## config.mk

```make
export PLATFORM = sky130hd
export DESIGN_NAME = multicycle_main_control
export DESIGN_NICKNAME = d
export VERILOG_FILES = /design/src/rtl/multicycle_main_control.sv
export SDC_FILE = /design/constraint.sdc
export NUM_CORES = 1
export LEC_CHECK = 0
export ABC_AREA = 1
export BUFFER_PORTS_ARGS = -buffer_cell sky130_fd_sc_hd__buf_2
export CAP_MARGIN = 5
export CORE_AREA = 2 2 39 41
export CTS_CLUSTER_DIAMETER = 30
export DETAILED_ROUTE_END_ITERATION = 16
export DIE_AREA = 0 0 41 43
export GPL_TIMING_DRIVEN = 0
export PLACE_DENSITY = 0.68
export REMOVE_ABC_BUFFERS = 1
export SLEW_MARGIN = 20
export SYNTH_ARGS = -nofsm -noshare
export SYNTH_HDL_FRONTEND = slang
export SYNTH_SLANG_ARGS = --single-unit
```

## constraint.sdc

```tcl
create_clock -name clk -period 3.1 [get_ports clk]
set_clock_uncertainty 0.05 [all_clocks]
set_input_delay 0.31 -clock clk [delete_from_list [all_inputs] [get_ports clk]]
set_output_delay 0.31 -clock clk [all_outputs]
set_load 0.01 [all_outputs]
```

## src/rtl/multicycle_main_control.sv

```systemverilog
// Main control FSM for the multicycle RISC-V subset datapath (R-type, ld, sd, beq).
// Sequences fetch/decode/execute/mem/writeback and stalls memory states on mem_ready.
module multicycle_main_control #(
    parameter logic [6:0] OP_RTYPE = 7'b0110011,
    parameter logic [6:0] OP_LD    = 7'b0000011,
    parameter logic [6:0] OP_SD    = 7'b0100011,
    parameter logic [6:0] OP_BEQ   = 7'b1100011
) (
    input  logic       clk,
    input  logic       rst_n,
    input  logic [6:0] opcode,
    input  logic       mem_ready,
    output logic       PCWrite,
    output logic       PCWriteCond,
    output logic       IorD,
    output logic       MemRead,
    output logic       MemWrite,
    output logic       IRWrite,
    output logic       MemtoReg,
    output logic       RegWrite,
    output logic       ALUSrcA,
    output logic [1:0] ALUSrcB,
    output logic       PCSource,
    output logic [1:0] ALUop,
    output logic       illegal_instr
);

    typedef enum logic [3:0] {
        S_RST      = 4'd0,
        S_FETCH    = 4'd1,
        S_DECODE   = 4'd2,
        S_MEM_ADDR = 4'd3,
        S_MEM_READ = 4'd4,
        S_MEM_WB   = 4'd5,
        S_MEM_WRITE= 4'd6,
        S_EXEC     = 4'd7,
        S_ALU_WB   = 4'd8,
        S_BRANCH   = 4'd9
    } state_t;

    state_t state_q, state_d;

    always_ff @(posedge clk or negedge rst_n) begin
        if (!rst_n) state_q <= S_RST;
        else        state_q <= state_d;
    end

    always_comb begin
        state_d       = state_q;
        PCWrite       = 1'b0;
        PCWriteCond   = 1'b0;
        IorD          = 1'b0;
        MemRead       = 1'b0;
        MemWrite      = 1'b0;
        IRWrite       = 1'b0;
        MemtoReg      = 1'b0;
        RegWrite      = 1'b0;
        ALUSrcA       = 1'b0;
        ALUSrcB       = 2'b00;
        PCSource      = 1'b0;
        ALUop         = 2'b00;
        illegal_instr = 1'b0;
        case (state_q)
            S_RST: state_d = S_FETCH;
            S_FETCH: begin
                // PC+4 and IR load happen only on the cycle the read completes
                MemRead = 1'b1;
                ALUSrcB = 2'b01;
                IRWrite = mem_ready;
                PCWrite = mem_ready;
                if (mem_ready) state_d = S_DECODE;
            end
            S_DECODE: begin
                ALUSrcB = 2'b10;
                if (opcode == OP_RTYPE)                      state_d = S_EXEC;
                else if (opcode == OP_LD || opcode == OP_SD) state_d = S_MEM_ADDR;
                else if (opcode == OP_BEQ)                   state_d = S_BRANCH;
                else begin
                    illegal_instr = 1'b1;
                    state_d       = S_FETCH;
                end
            end
            S_MEM_ADDR: begin
                ALUSrcA = 1'b1;
                ALUSrcB = 2'b10;
                // opcode is resampled here; anything but ld/sd abandons the access
                if (opcode == OP_LD)      state_d = S_MEM_READ;
                else if (opcode == OP_SD) state_d = S_MEM_WRITE;
                else                      state_d = S_FETCH;
            end
            S_MEM_READ: begin
                MemRead = 1'b1;
                IorD    = 1'b1;
                if (mem_ready) state_d = S_MEM_WB;
            end
            S_MEM_WB: begin
                RegWrite = 1'b1;
                MemtoReg = 1'b1;
                state_d  = S_FETCH;
            end
            S_MEM_WRITE: begin
                MemWrite = 1'b1;
                IorD     = 1'b1;
                if (mem_ready) state_d = S_FETCH;
            end
            S_EXEC: begin
                ALUSrcA = 1'b1;
                ALUop   = 2'b10;
                state_d = S_ALU_WB;
            end
            S_ALU_WB: begin
                RegWrite = 1'b1;
                state_d  = S_FETCH;
            end
            S_BRANCH: begin
                ALUSrcA     = 1'b1;
                ALUop       = 2'b01;
                PCWriteCond = 1'b1;
                PCSource    = 1'b1;
                state_d     = S_FETCH;
            end
            default: state_d = S_FETCH;
        endcase
    end

endmodule

```

# Yosys cells after proc, flatten, opt, wreduce, memory -nomap -nowiden
# Index checks and enable logic that the tools add are counted.
[classes]
reduce_logical = 7
mux = 23
eq_ne = 16
[op_table]
columns = ["op", "n"]
rows = [
  ["$mux 4", 6],
  ["$pmux 4 s6", 1],
  ["$eq 4x3->1 const B", 4],
  ["$eq 7x6->1 const B", 2],
  ["$mux 1", 12],
  ["$eq 4x2->1 const B", 2],
  ["$eq 4x4->1 const B", 2],
  ["$pmux 2 s2", 2],
  ["$reduce_or 2->1", 4],
  ["$eq 7x2->1 const B", 1],
  ["$eq 7x7->1 const B", 1],
  ["$mux 3", 2],
  ["$ne 2x2->1 const B", 3],
  ["$eq 4x1->1 const B", 1],
  ["$reduce_and 3->1", 1],
  ["$reduce_or 3->1", 1],
  ["$logic_or 1x1->1", 1],
]
[word_totals]
output_inout_bits = 15
input_bits = 10
ff_bits = 4
elab_cells = 47

# Logic depth before layout (Yosys ltp)
[logic_depth]
word_depth = 5
mapped_depth = 9
ltp_nobuf = 9

# Worst setup path after synthesis
# No wires, ideal clock.
[synth_path]
kind = "register to output"
startpoint = "register state_q[3]"
endpoint = "output port PCWrite"
arrival_time_ns = 1.254
stages_incl_launch_ff = 7
required_ns = 2.740
setup_slack_ns = 1.486
cell_sequence = "dfrtp_1 -> nor2_2 -> inv_2 -> nor2_4 -> inv_1 -> nor2_1 -> buf_4"
[synth_via]
elab_chain_cells = 2
[synth_rtl]
columns = ["element", "line", "source"]
rows = [
  ["from (decl)", "41", "state_t state_q, state_d;"],
  ["from (signal assigned)", "45", "else state_q <= state_d;"],
  ["$eq 4x1->1", "--", ""],
  ["$mux 1", "--", ""],
  ["to (decl)", "13", "output logic PCWrite,"],
]
# Every way passes these cells.

# Worst setup path in the final report
[layout_path]
startpoint = "register state_q[3]"
endpoint = "output port PCWrite"
[layout_via]
elab_chain_cells = 2
[layout_rtl]
columns = ["element", "line", "source"]
rows = [
  ["$eq 4x1->1", "63", "case (state_q)"],
  ["$mux 1", "63", ""],
]
# Every way passes these cells.

==> flow_metrics.tcl <==
set metrics [dict create \
    maxSlewViolCount 0 \
    tightest_slew_ns 0.238 \
    cpPeakStageDelay_ns 0.41 \
    fp.dieW_um 41 \
    cp_max_fo 5 \
    critPathKind "reg2out" \
    layout-drive-gt1-share_pct 37.9 \
    ys_warn_count 0 \
    seq_area_um2 100 \
    cts_resized 0 \
    grt_pass1_wl_mm 1.49 \
    cap_violations 0 \
    n_antenna_cell 0 \
    vdd_drop_max_v 0.000392 \
    timing.fmax_mhz 560 \
    dp_hpwl_um 855 \
    hold_class "in2reg" \
    cts_tree "built" \
    p_leak_nw 0.372 \
    final_nets 115 \
    vias 525 \
    cp.required_ns 2.74 \
    area_growth_pct 36.0 \
    regMostFlops "state_q" \
    final.setup.tns_ns 0 \
    grt_max_degree 7 \
    slew_headroom_pct 84.1 \
    place_congestion 0.760 \
    slowest_stage "dfrtp_1" \
    wire_per_inst_um 8.34 \
    grt_pass1_vias 428 \
    crit_arrival_ns 1.43 \
    ys_seq_area_share_pct 22.9 \
    layout_min_cycle_time_ns 1.79 \
    finish.instance_area_um2 596 \
    synth_common_cells "nand2_1 (22), nor2_1 (14), inv_1 (11), nand3_1 (6)" \
    synth.avg_cell_area_um2 5.69 \
    clockBufferDepth 2 \
    rows 14 \
    syn-instance-count 77 \
    core_area_um2 1380 \
    synth_cell_types 14 \
    powerDensity_nw_per_um2 859 \
    yosysTopAreaCellShare_pct 22.9 \
    ys_async_sr_fraction_pct 100 \
    synth_edf_count 0 \
    grt_setup_unrepaired "false" \
    status "complete, no violations" \
    final-hold-violation-count 0 \
    reg_top3 "state_q x4" \
    synth_top_cell_by_area "dfrtp_1" \
    dieArea_um2 1760 \
    clockRootBuffer "clkbuf_4" \
    synthTopCellsByArea "dfrtp_1 (23%), nand2_1 (19%), nor2_1 (12%)" \
    cts_buffers 3 \
    multi_input_area_um2 267 \
    grt_util_all_layers_pct 12.3 \
    antenna_found_initial 0 \
    post_dp_cell_area_um2 563 \
    synthFlopType "dfrtp_1" \
    worstSetupStartpointType "register" \
    clk_latency_ns 0.23 \
    firstDrtPassIters 4 \
    grt-ovfl-total 0 \
    initial_core_util_pct 31.6 \
    end_kind "primary output" \
    ys_ff_latch 4 \
    numClockSinks 4 \
    htree_levels 1 \
    ant_nets 0 \
    first_iter_violations 4 \
    yosysMostFrequentCell "nand2_1" \
    fillCellCount 156 \
    period_share_pct 57.6 \
    cts.clk_slew.worst_paths_ns 0.04 \
    die_y_um 43 \
    io_buffers 24 \
    finalSetupViolations 0 \
    hold_ws_ns 0.221 \
    drc 0 \
    crit_chain "nor2_2 -> inv_2 -> nor2_4 -> inv_1 -> nor2_1 -> buf_2" \
    viasPerCell 4.41 \
    syn_area_um2 438 \
    wl_um 992 \
    largest_reg_flops 4 \
    num_io_pins 25 \
]
placed cells by master, fill, tap and decap left out, drive strengths merged:
cell          n
dfrtp         4
inv          15
o21ai         4
dlygate4sd3   1
o22ai         2
buf          24
nand2        22
clkbuf        3
nor2         20
nand3         6
nand4         1
o211ai        1
routing by layer:
metal  vias up  wire length [um]  track usage (%)  part of all wire (%)
li1        286                 -                -                     -
met1       219               447             14.9                    45
met2        20               467             20.0                    47
met3         0                77             4.71                   7.8
met4         0                 0             2.00                     0
met5         -                 0                0                     0
path summary, 6_finish.rpt:
path / cells past startpoint / slack [ns] / start / end
max: 6 / 1.31 / state_q[3]$_DFFE_PN0P_ / PCWrite
min: 2 / 0.22 / mem_ready / state_q[0]$_DFFE_PN0P_
max reg2reg: 6 / 1.88 / state_q[3]$_DFFE_PN0P_ / state_q[2]$_DFFE_PN0P_
min reg2reg: 3 / 0.62 / state_q[0]$_DFFE_PN0P_ / state_q[2]$_DFFE_PN0P_
max in group asynchronous: 2 / 2.51 / rst_n / state_q[2]$_DFFE_PN0P_
min in group asynchronous: 2 / 0.37 / rst_n / state_q[1]$_DFFE_PN0P_
cell type report:
class	instances	area share [%]
flip-flops and latches	4	16.8
inverters	15	9.45
clock buffers	3	3.78
repair buffers	25	21.8
multi-input cells	56	44.7
well taps	16	3.36
report_power, final:
group / internal [W] / leakage, nW / total [W] / switching, W
combinational: 0.000127 / 0.307 / 0.000355 / 0.000228
clock: 0.0000432 / 0.0138 / 0.0000637 / 0.0000205
sequential: 0.0000736 / 0.0514 / 0.0000930 / 0.0000194
repair_timing:
item,CTS,global route
buffers inserted,0,0
setup endpoints to repair,0,0
hold buffers,1,0
hold endpoints to repair,4,0
cells by family (layout without fill, tap and decap cells):
family	after synthesis	in the layout	share of synthesized area, %
AND/OR/NAND/NOR	49	49	50.0
buffers and inverters	17	43	16.3
AO/OA/AOI/OAI	7	7	10.9
flip-flops	4	4	22.9
critical path, delay by kind of cell, from the launching register on:
kind	cells	cell delay (ns)
simple gates	3	0.45
flops	1	0.41
buf+inv	3	0.33
through the flow:
step | instances | utilization [%] | setup WS (ns) | power [W]
floorplan | 75 | - | 1.56 | 0.000347
global placement | 115 | 40.7 | 1.56 | 0.000447
detailed placement | 115 | 40.7 | 1.56 | 0.000451
CTS | 119 | 43.0 | 1.30 | 0.000519
global route | 119 | 43.0 | 1.20 | 0.000567
finish | 119 | 43.0 | 1.31 | 0.000512
No activity file was read; power rests on OpenSTA's default activity.
